`src/rtl/player_input_encoder.sv`:
```
// player_input_encoder
// Turns one player's six raw push-buttons into a one-hot command, issued at most once per game
// step. Each button is synchronised, debounced and edge-latched; a per-step arbiter picks the
// highest-priority pending press, and an attack cooldown FSM masks attacks for a few steps.
// Optional feature macro: HOLD_REPEAT_EN (held move buttons repeat their command every step).
// Bit map: [0] move_fwd [1] move_back [2] attack_high [3] attack_low [4] defend_high [5] defend_low
module player_input_encoder #(
    parameter int unsigned DEBOUNCE_CYCLES = 16,  // stable samples before a level change (>=2)
    parameter int unsigned STEP_CYCLES     = 64,  // clk cycles per game step (>=2)
    parameter int unsigned COOLDOWN_STEPS  = 3    // ticks with attacks masked after an attack (>=1)
) (
    input  logic       clk,
    input  logic       rst_n,
    input  logic       enable,
    input  logic [5:0] btn_raw,
    output logic [5:0] player_cmd,
    output logic       cmd_valid,
    output logic       cooldown_act
);

    localparam int unsigned NumBtn   = 6;
    localparam int unsigned DbCntW   = $clog2(DEBOUNCE_CYCLES + 1);
    localparam int unsigned StepCntW = $clog2(STEP_CYCLES + 1);
    localparam int unsigned CoolCntW = $clog2(COOLDOWN_STEPS + 1);

    localparam logic [DbCntW-1:0]   DbCntLast   = DbCntW'(DEBOUNCE_CYCLES - 1);
    localparam logic [StepCntW-1:0] StepCntLast = StepCntW'(STEP_CYCLES - 1);
    localparam logic [CoolCntW-1:0] CoolLoad    = CoolCntW'(COOLDOWN_STEPS);
    localparam logic [CoolCntW-1:0] CoolLast    = CoolCntW'(1);

    localparam int unsigned BitFwd      = 0;
    localparam int unsigned BitBack     = 1;
    localparam int unsigned BitAtkHigh  = 2;
    localparam int unsigned BitAtkLow   = 3;
    localparam int unsigned BitDefHigh  = 4;
    localparam int unsigned BitDefLow   = 5;

    localparam logic [5:0] AttackMask = 6'b00_1100;

    typedef enum logic [0:0] {
        StRun,
        StCool
    } state_e;

    // Input path
    logic [5:0]        sync1_q;
    logic [5:0]        sync2_q;
    logic [DbCntW-1:0] db_cnt_q [NumBtn];
    logic [DbCntW-1:0] db_cnt_d [NumBtn];
    logic [5:0]        db_level_q;
    logic [5:0]        db_level_d;
    logic [5:0]        db_rise;

    // Step timer
    logic [StepCntW-1:0] step_cnt_q;
    logic [StepCntW-1:0] step_cnt_d;
    logic                tick;

    // Pending presses and arbitration
    logic [5:0] pend_q;
    logic [5:0] pend_d;
    logic [5:0] pend_eff;
    logic [5:0] cand;
    logic [5:0] winner;
    logic       winner_attack;

    // Cooldown FSM
    state_e              state_q;
    logic [CoolCntW-1:0] cool_cnt_q;

    // Two-flop synchroniser on every raw button.
    always_ff @(posedge clk or negedge rst_n) begin
        if (!rst_n) begin
            sync1_q <= '0;
            sync2_q <= '0;
        end else begin
            sync1_q <= btn_raw;
            sync2_q <= sync1_q;
        end
    end

    // Debounce: count consecutive samples that disagree with the level; flip on the last one.
    always_comb begin
        db_level_d = db_level_q;
        db_rise    = '0;
        for (int i = 0; i < NumBtn; i++) begin
            db_cnt_d[i] = '0;
            if (sync2_q[i] != db_level_q[i]) begin
                if (db_cnt_q[i] == DbCntLast) begin
                    db_level_d[i] = sync2_q[i];
                    db_rise[i]    = sync2_q[i];
                end else begin
                    db_cnt_d[i] = db_cnt_q[i] + 1'b1;
                end
            end
        end
    end

    // Debounce state; keeps running while disabled so levels stay current.
    always_ff @(posedge clk or negedge rst_n) begin
        if (!rst_n) begin
            db_level_q <= '0;
            for (int i = 0; i < NumBtn; i++) begin
                db_cnt_q[i] <= '0;
            end
        end else begin
            db_level_q <= db_level_d;
            for (int i = 0; i < NumBtn; i++) begin
                db_cnt_q[i] <= db_cnt_d[i];
            end
        end
    end

    // Step timer next state: free-running wrap, parked at 0 while disabled.
    always_comb begin
        tick       = enable && (step_cnt_q == StepCntLast);
        step_cnt_d = step_cnt_q + 1'b1;
        if (!enable || tick) begin
            step_cnt_d = '0;
        end
    end

    // Step timer register.
    always_ff @(posedge clk or negedge rst_n) begin
        if (!rst_n) begin
            step_cnt_q <= '0;
        end else begin
            step_cnt_q <= step_cnt_d;
        end
    end

    // Pending presses: sticky until a tick; a rise in the tick cycle survives into the next step.
    always_comb begin
        pend_d = '0;
        if (enable) begin
            pend_d = (tick ? 6'b00_0000 : pend_q) | db_rise;
        end
    end

    // Pending register.
    always_ff @(posedge clk or negedge rst_n) begin
        if (!rst_n) begin
            pend_q <= '0;
        end else begin
            pend_q <= pend_d;
        end
    end

`ifdef HOLD_REPEAT_EN
    // Held move buttons count as pending every step; attacks and defends stay edge-only.
    assign pend_eff = pend_q | {4'b0000, db_level_q[BitBack:BitFwd]};
`else
    assign pend_eff = pend_q;
`endif

    // Priority arbiter: defend_high > defend_low > attack_high > attack_low > single move.
    always_comb begin
        cand   = pend_eff & ~((state_q == StCool) ? AttackMask : 6'b00_0000);
        winner = '0;
        if (cand[BitDefHigh]) begin
            winner[BitDefHigh] = 1'b1;
        end else if (cand[BitDefLow]) begin
            winner[BitDefLow] = 1'b1;
        end else if (cand[BitAtkHigh]) begin
            winner[BitAtkHigh] = 1'b1;
        end else if (cand[BitAtkLow]) begin
            winner[BitAtkLow] = 1'b1;
        end else if (cand[BitFwd] ^ cand[BitBack]) begin
            // Opposing moves cancel; only a lone move direction is issued.
            winner[BitBack:BitFwd] = cand[BitBack:BitFwd];
        end
        winner_attack = |(winner & AttackMask);
    end

    // Cooldown FSM with registered command outputs; disable forces RUN and idles outputs.
    always_ff @(posedge clk or negedge rst_n) begin
        if (!rst_n) begin
            state_q      <= StRun;
            cool_cnt_q   <= '0;
            cooldown_act <= 1'b0;
            player_cmd   <= '0;
            cmd_valid    <= 1'b0;
        end else if (!enable) begin
            state_q      <= StRun;
            cool_cnt_q   <= '0;
            cooldown_act <= 1'b0;
            player_cmd   <= '0;
            cmd_valid    <= 1'b0;
        end else begin
            player_cmd <= tick ? winner : 6'b00_0000;
            cmd_valid  <= tick && (winner != 6'b00_0000);
            if (tick) begin
                case (state_q)
                    StRun: begin
                        if (winner_attack) begin
                            state_q      <= StCool;
                            cool_cnt_q   <= CoolLoad;
                            cooldown_act <= 1'b1;
                        end
                    end
                    StCool: begin
                        // The tick that sees the last count still masks attacks, then leaves.
                        if (cool_cnt_q == CoolLast) begin
                            state_q      <= StRun;
                            cool_cnt_q   <= '0;
                            cooldown_act <= 1'b0;
                        end else begin
                            cool_cnt_q <= cool_cnt_q - 1'b1;
                        end
                    end
                    default: begin
                        state_q      <= StRun;
                        cool_cnt_q   <= '0;
                        cooldown_act <= 1'b0;
                    end
                endcase
            end
        end
    end

endmodule

```
`config.mk`:
```
export PLATFORM = sky130hd
export DESIGN_NAME = player_input_encoder
export DESIGN_NICKNAME = d
export VERILOG_FILES = /design/src/rtl/player_input_encoder.sv
export SDC_FILE = /design/constraint.sdc
export NUM_CORES = 1
export LEC_CHECK = 0
export BUFFER_PORTS_ARGS = -buffer_cell sky130_fd_sc_hd__buf_2
export CAP_MARGIN = 5
export CORE_ASPECT_RATIO = 0.6
export CORE_UTILIZATION = 45
export DETAILED_ROUTE_END_ITERATION = 8
export PLACE_DENSITY = 0.59
export SLEW_MARGIN = 25
export SYNTH_ARGS = -nofsm -noshare
export SYNTH_HDL_FRONTEND = slang
export SYNTH_SLANG_ARGS = --single-unit
```
`constraint.sdc`:
```
create_clock -name clk -period 2.1 [get_ports clk]
set_clock_uncertainty 0.2 [all_clocks]
set_input_delay 0.105 -clock clk [delete_from_list [all_inputs] [get_ports clk]]
set_output_delay 0.105 -clock clk [all_outputs]
set_load 0.01 [all_outputs]
```
==> results.ini, run 1 <==
[status]
status=complete, no violations

[cts]
cts_buffers=9
cts.clk_slew.worst_paths_ns=0.07
cts_setup_buffers=0
cts_resized=0
htree_levels=3
clock_latency_ns=0.34
clock_sinks=72
cts_tree=done
cts_root_buf=clkbuf_8
clockBufferDepth=2

[timing]
fin_hold_ws_ns=0.0440
fmax_mhz=563
min_period_ns=1.78
maxSlewHeadroom_pct=68.8
tightestPinTransition_ns=0.467
setup_ws_ns=0.323
setup_viol=0
grt_setup_unrepaired=false
fin_crit_sh_pct=84.6
hold_violations=0
maxSlewViolCount=0
setup_tns_ns=0

[power_and_ir_drop]
power_density_nw_per_um2=790
power_uw=2600
swShare_pct=21.9
p_leak_uw=0.00166
share_comb_of_total_power_pct=4.7
clkPwrFrac_pct=39.1
seqPwrFrac_pct=56.2
peakVddDrop_mv=0.366
p_int_uw=2030
p_sw_uw=569

[route]
route.detailed.drc=0
wl_per_cell_um=12.7
viasPerCell=4.81
ant_nets=0
wl_mm=4.55
drtPass1Iterations=5
drt_iter0_markers=64
vias=1723

[grt]
grt_pass1_wl_mm=8.19
gr-usage-all-layers_pct=16.5
grt_max_degree=34
grt_pass1_vias=1809
grt_overflow=0
antenna_found_initial=0

[synth]
synthSimpleGateAreaFrac_pct=17.4
synth_top_family_by_area=simple AND/OR/NAND/NOR gates
synth.distinct_cells=31
synth_compound_area_share_pct=6.39
syn_nets=255
ys_warn_count=0
synthXorXnorAreaFrac_pct=6.79
synthesis.area_um2=2840
synth_area_per_cell_um2=11.9
synth-seq-cells=72
synth_cells=238
ys_seq_area_share_pct=63.5
synth_fa_ha_area_share_pct=3.53
muxShareOfSynthArea_pct=0

[layout]
synthToLayoutAreaGrowth_pct=16.0
diodes=0
fin_util_pct=56.4
drive_above_1_share_pct=13.3
num-fill-cells=503
layout.nets=290

[setup_path]
critPathRequiredTime_ns=2.18
path_max_fanout=11
critPathCaptureType=register
crit_type=reg -> reg
worst_setup_path_start_kind=register
arrival_ns=1.86

[floorplanning]
dieArea_um2=6640
die_h_um=63.5
initial_core_util_pct=48.6
core-area_um2=5830
die_w_um=105
top_level_ports=17
num_rows=21

[placed_design]
dp_hpwl_mm=3.06
gp_congestion=0.753
numPortBuffers=16
pre_cts_ws_ns=0.315

[hold_path]
hold_path.class=in -> async

[flow_run]
timing.max_cap.violations=0

## per-layer routing
metal	track usage, %	vias to the layer above	routed length, um
met1	21.7	826	2420
met4	6.96	0	31
met2	23.8	24	1910
met5	0	-	0
met3	7.04	4	185
li1	-	869	-
## power groups by stage
stage	combinational, uW	sequential, uW	clock [uW]
after global placement	115	1490	0
final	123	1460	1020
after CTS	127	1460	1060
after detailed placement	115	1490	0
after global routing	148	1470	1120
after floorplan	60.2	1480	0
## synthesized netlist by cell type
| master | instances | area share (%) |
|---|---|---|
| nand3_2 | 1 | 0.35 |
| and2_1 | 9 | 2.0 |
| nand2b_1 | 3 | 0.66 |
| a21oi_1 | 1 | 0.18 |
| and4bb_2 | 1 | 0.44 |
| o21ai_0 | 13 | 2.3 |
| nand4_4 | 1 | 0.75 |
| and3_1 | 10 | 2.2 |
| o21a_1 | 2 | 0.53 |
| and3_4 | 1 | 0.40 |
| nor2b_1 | 6 | 1.3 |
| nand2_1 | 11 | 1.5 |
| and2b_2 | 1 | 0.31 |
| nor3_1 | 1 | 0.18 |
| a32oi_1 | 6 | 1.9 |
| and4_1 | 1 | 0.31 |
| clkbuf_1 | 1 | 0.13 |
| nor2_1 | 31 | 4.1 |
| xnor2_1 | 1 | 0.31 |
| o221a_2 | 1 | 0.40 |
| buf_6 | 1 | 0.40 |
| ha_1 | 8 | 3.5 |
| or3_1 | 1 | 0.22 |
| a31oi_1 | 1 | 0.22 |
| nor3b_1 | 1 | 0.26 |
| nand3_1 | 14 | 2.5 |
| o311ai_0 | 2 | 0.62 |
| o31a_1 | 1 | 0.31 |
| inv_1 | 14 | 1.9 |
| dfrtp_1 | 72 | 63 |
| xor2_1 | 21 | 6.5 |
## path summary, 6_finish.rpt
kind	from	end	slack, ns	depth (start not counted)
worst max-delay path	step_cnt_q[0]	cool_cnt_q[0]	0.32	5
worst min-delay path	rst_n	db_cnt_q[23]	0.04	2
worst max register to register	step_cnt_q[0]	cool_cnt_q[0]	0.32	5
worst min register to register	sync1_q[5]	sync2_q[5]	0.15	0
max in group asynchronous	rst_n	db_cnt_q[17]	1.01	3
min in group clk	sync1_q[5]	sync2_q[5]	0.15	0
## worst max-delay path: stages, from the launching register on
cell	delay [ns]
dfrtp_1	0.36
ha_1	0.19
and3_4	0.24
nand3_2	0.24
a21oi_1	0.28
o221a_2	0.22
## through the flow
step / std cells / cell area, um2
after floorplan: 238 / 2840
after global placement: 334 / 3030
after detailed placement: 334 / 3030
after CTS: 358 / 3290
after global routing: 358 / 3290
final: 358 / 3290
## layout make-up
class	instances	area, um2	share of cell area, %
clock inverters	4	45.0	1.37
flip-flops and latches	72	1800	54.8
well taps	80	100	3.04
clock buffers	12	135	4.11
multi-input cells	150	968	29.4
inverters	14	52.6	1.60
repair buffers	26	188	5.70
## registers in the layout, indices dropped and copies added, names as in the netlist
signal,count
db_level_q,6
pend_eff,6
state_q,1
sync2_q,6
db_cnt_q,30
cooldown_act,1
cmd_valid,1
cool_cnt_q,2
player_cmd,6
step_cnt_q,7
sync1_q,6
## timing repair
item | 4_1_cts | 5_1_grt
endpoints found under the hold margin | 96 | 0
hold buffers | 8 | 0
setup endpoints to repair | 0 | 0
## cell usage in the layout, fill, tap and decap left out
cell type      synthesis  final
o31a_1                 1      1
o21a_1                 2      2
ha_1                   8      8
clkinv_2               0      3
nand3_2                1      1
nand4_4                1      1
nand3_1               14     14
bufinv_16              0      1
and3_4                 1      1
a31oi_1                1      1
buf_2                  0     16
clkbuf_1               1      3
nor3_1                 1      1
dlygate4sd3_1          0      8
or3_1                  1      1
and4_1                 1      1
o221a_2                1      1
and3_1                10     10
clkbuf_8               0      9
xor2_1                21     21
dfrtp_1               72     72
nor2b_1                6      6
o21ai_0               13     13
buf_12                 0      1
o311ai_0               2      2
and2_1                 9      9
nor3b_1                1      1
a21oi_1                1      1
a32oi_1                6      6
nand2_1               11     11
inv_1                 14     14
and2b_2                1      1
and4bb_2               1      1
nand2b_1               3      3
buf_4                  0      1
xnor2_1                1      1
nor2_1                31     31
## cells by family after synthesis
logic type / after synthesis
AO/OA/AOI/OAI: 27
XOR/XNOR: 22
adder cells (fa/ha/maj): 8
buffers and inverters: 16
flip-flops: 72
AND/OR/NAND/NOR: 93
(Power assumes the default switching activity.)
==> inputs of run 2 (changes only) <==
clock period = 1.65 ns   (was 2.1 ns; I/O delays follow)
==> run 2 against run 1 <==
Via count grew 1.3%. Setup slack lost 0.31 ns. Clock power grew 31%. Die area is the same. Utilization grew 2.7 points. Fmax grew 8.8%. Largest power group unchanged. Highest routed layer unchanged.
==> results.ini, run 2 (same netlist as run 1, synthesis figures left out) <==
[status]
status=complete, no violations

[cts]
htree_levels=3
clock_sinks=72
cts_root_buf=clkbuf_8
clockBufferDepth=2
cts.clk_slew.worst_paths_ns=0.08
clock_latency_ns=0.34
cts_tree=done
cts_buffers=9

[floorplanning]
dieArea_um2=6640
die_h_um=63.5
initial_core_util_pct=48.6
num_rows=21
top_level_ports=17
die_w_um=105
core-area_um2=5830

[power_and_ir_drop]
swShare_pct=23.0
peakVddDrop_mv=0.483
share_comb_of_total_power_pct=4.9
p_leak_uw=0.00172
clkPwrFrac_pct=39.9
p_int_uw=2590
power_density_nw_per_um2=976
seqPwrFrac_pct=55.2
p_sw_uw=774

[layout]
top_register=db_cnt_q
drive_above_1_share_pct=19.6
top_regs=db_cnt_q x30, step_cnt_q x7
layout.nets=298
synthToLayoutAreaGrowth_pct=21.6
diodes=0
final_common_cell=dfrtp_1
stdcell_count=366
largest_reg_flops=30
final_cell_mix=72 x dfrtp_1, 31 x nor2_1, 21 x xor2_1

[grt]
grt_max_degree=35
grt_overflow=0
grt_pass1_vias=1788
gr-usage-all-layers_pct=16.7
grt_pass1_wl_mm=8.27
antenna_found_initial=0

[setup_path]
worst_setup_path_start_kind=register
arrival_ns=1.72
critPathCaptureType=register
critPathRequiredTime_ns=1.73
crit_type=reg -> reg
path_max_fanout=4

[placed_design]
place_inst=339
dp_hpwl_mm=3.14
numPortBuffers=16
gp_congestion=0.826

[timing]
grt_setup_unrepaired=true
tightestPinTransition_ns=0.589
maxSlewViolCount=0
fin_hold_ws_ns=0.0760
fin_crit_sh_pct=99.0
min_period_ns=1.63
maxSlewHeadroom_pct=60.6
fmax_mhz=612
setup_viol=0
hold_violations=0

[route]
drt_iter0_markers=72
drtPass1Iterations=4
wl_per_cell_um=12.7
wl_mm=4.65
ant_nets=0
vias=1746
viasPerCell=4.77
route.detailed.drc=0

[hold_path]
hold_path.class=in -> async

[flow_run]
timing.max_cap.violations=0

-- run 2: cell types whose count changed in the layout (fill, tap and decap cells not counted), sizes merged --
cell | previous run | this run
buf | 18 | 25
dlygate4sd3 | 8 | 9
clkbuf | 12 | 9
clkinv | 3 | 4
clkinvlp | 0 | 2
-- run 2: metrics by stage --
stage | setup TNS (ns) | cell area [um2] | setup slack [ns] | total power [uW] | util (%)
floorplan | 0 | 2840 | 0.0509 | 1960 | -
global placement | 0 | 3080 | 0.0258 | 2050 | 52.8
detailed placement | -0.0388 | 3080 | -0.0325 | 2050 | 52.8
CTS | 0 | 3370 | 0.00246 | 3430 | 57.9
global route | -0.271 | 3450 | -0.0533 | 3540 | 59.2
finish | 0 | 3450 | 0.0161 | 3370 | 59.2
-- run 2: final cells by class --
| cell class | instances | area (um2) |
|---|---|---|
| Fill cell | 493 | 2380 |
| Sequential cell | 72 | 1800 |
| Multi-Input combinational cell | 150 | 1030 |
| Timing Repair Buffer | 34 | 270 |
| Clock buffer | 9 | 124 |
| Tap cell | 80 | 100 |
| Clock inverter | 7 | 72.6 |
| Inverter | 14 | 52.6 |
-- run 2: worst paths after layout --
check	from	end	slack [ns]	depth (start not counted)
setup / recovery	step_cnt_q[0]	cooldown_act	0.02	5
hold / removal	rst_n	db_cnt_q[22]	0.08	3
setup reg to reg	step_cnt_q[0]	cooldown_act	0.02	5
hold reg to reg	sync1_q[1]	sync2_q[1]	0.14	0
max in group asynchronous	rst_n	db_cnt_q[1]	0.16	3
min in group clk	sync1_q[1]	sync2_q[1]	0.14	0
-- run 2: repair_timing --
item                       CTS  global route
hold buffers                 9             0
buffers inserted             0             2
hold endpoints to repair    84             0
pin swaps                    0             2
setup endpoints to repair    2             9
resized for setup            2            12
-- run 2: metal layers --
metal | GRT usage [%] | up-vias | wire, um
met5 | 0 | - | 0
li1 | - | 888 | -
met4 | 6.96 | 0 | 70
met2 | 23.4 | 17 | 1890
met1 | 23.0 | 831 | 2510
met3 | 6.63 | 10 | 176
-- run 2: worst max-delay path, stage by stage (launching register included) --
cell,delay (ns)
dfrtp_1,0.37
ha_2,0.18
and3_4,0.24
nand4_4,0.10
or3_4,0.41
nand2_1,0.07
-- run 2: power groups by stage --
stage | clock network, uW | logic, uW | registers, uW
5_1_grt | 1480 | 199 | 1870
2_1_floorplan | 0 | 76.7 | 1890
3_5_place_dp | 0 | 151 | 1890
4_1_cts | 1400 | 169 | 1860
6_report | 1340 | 164 | 1860
3_3_place_gp | 0 | 154 | 1890
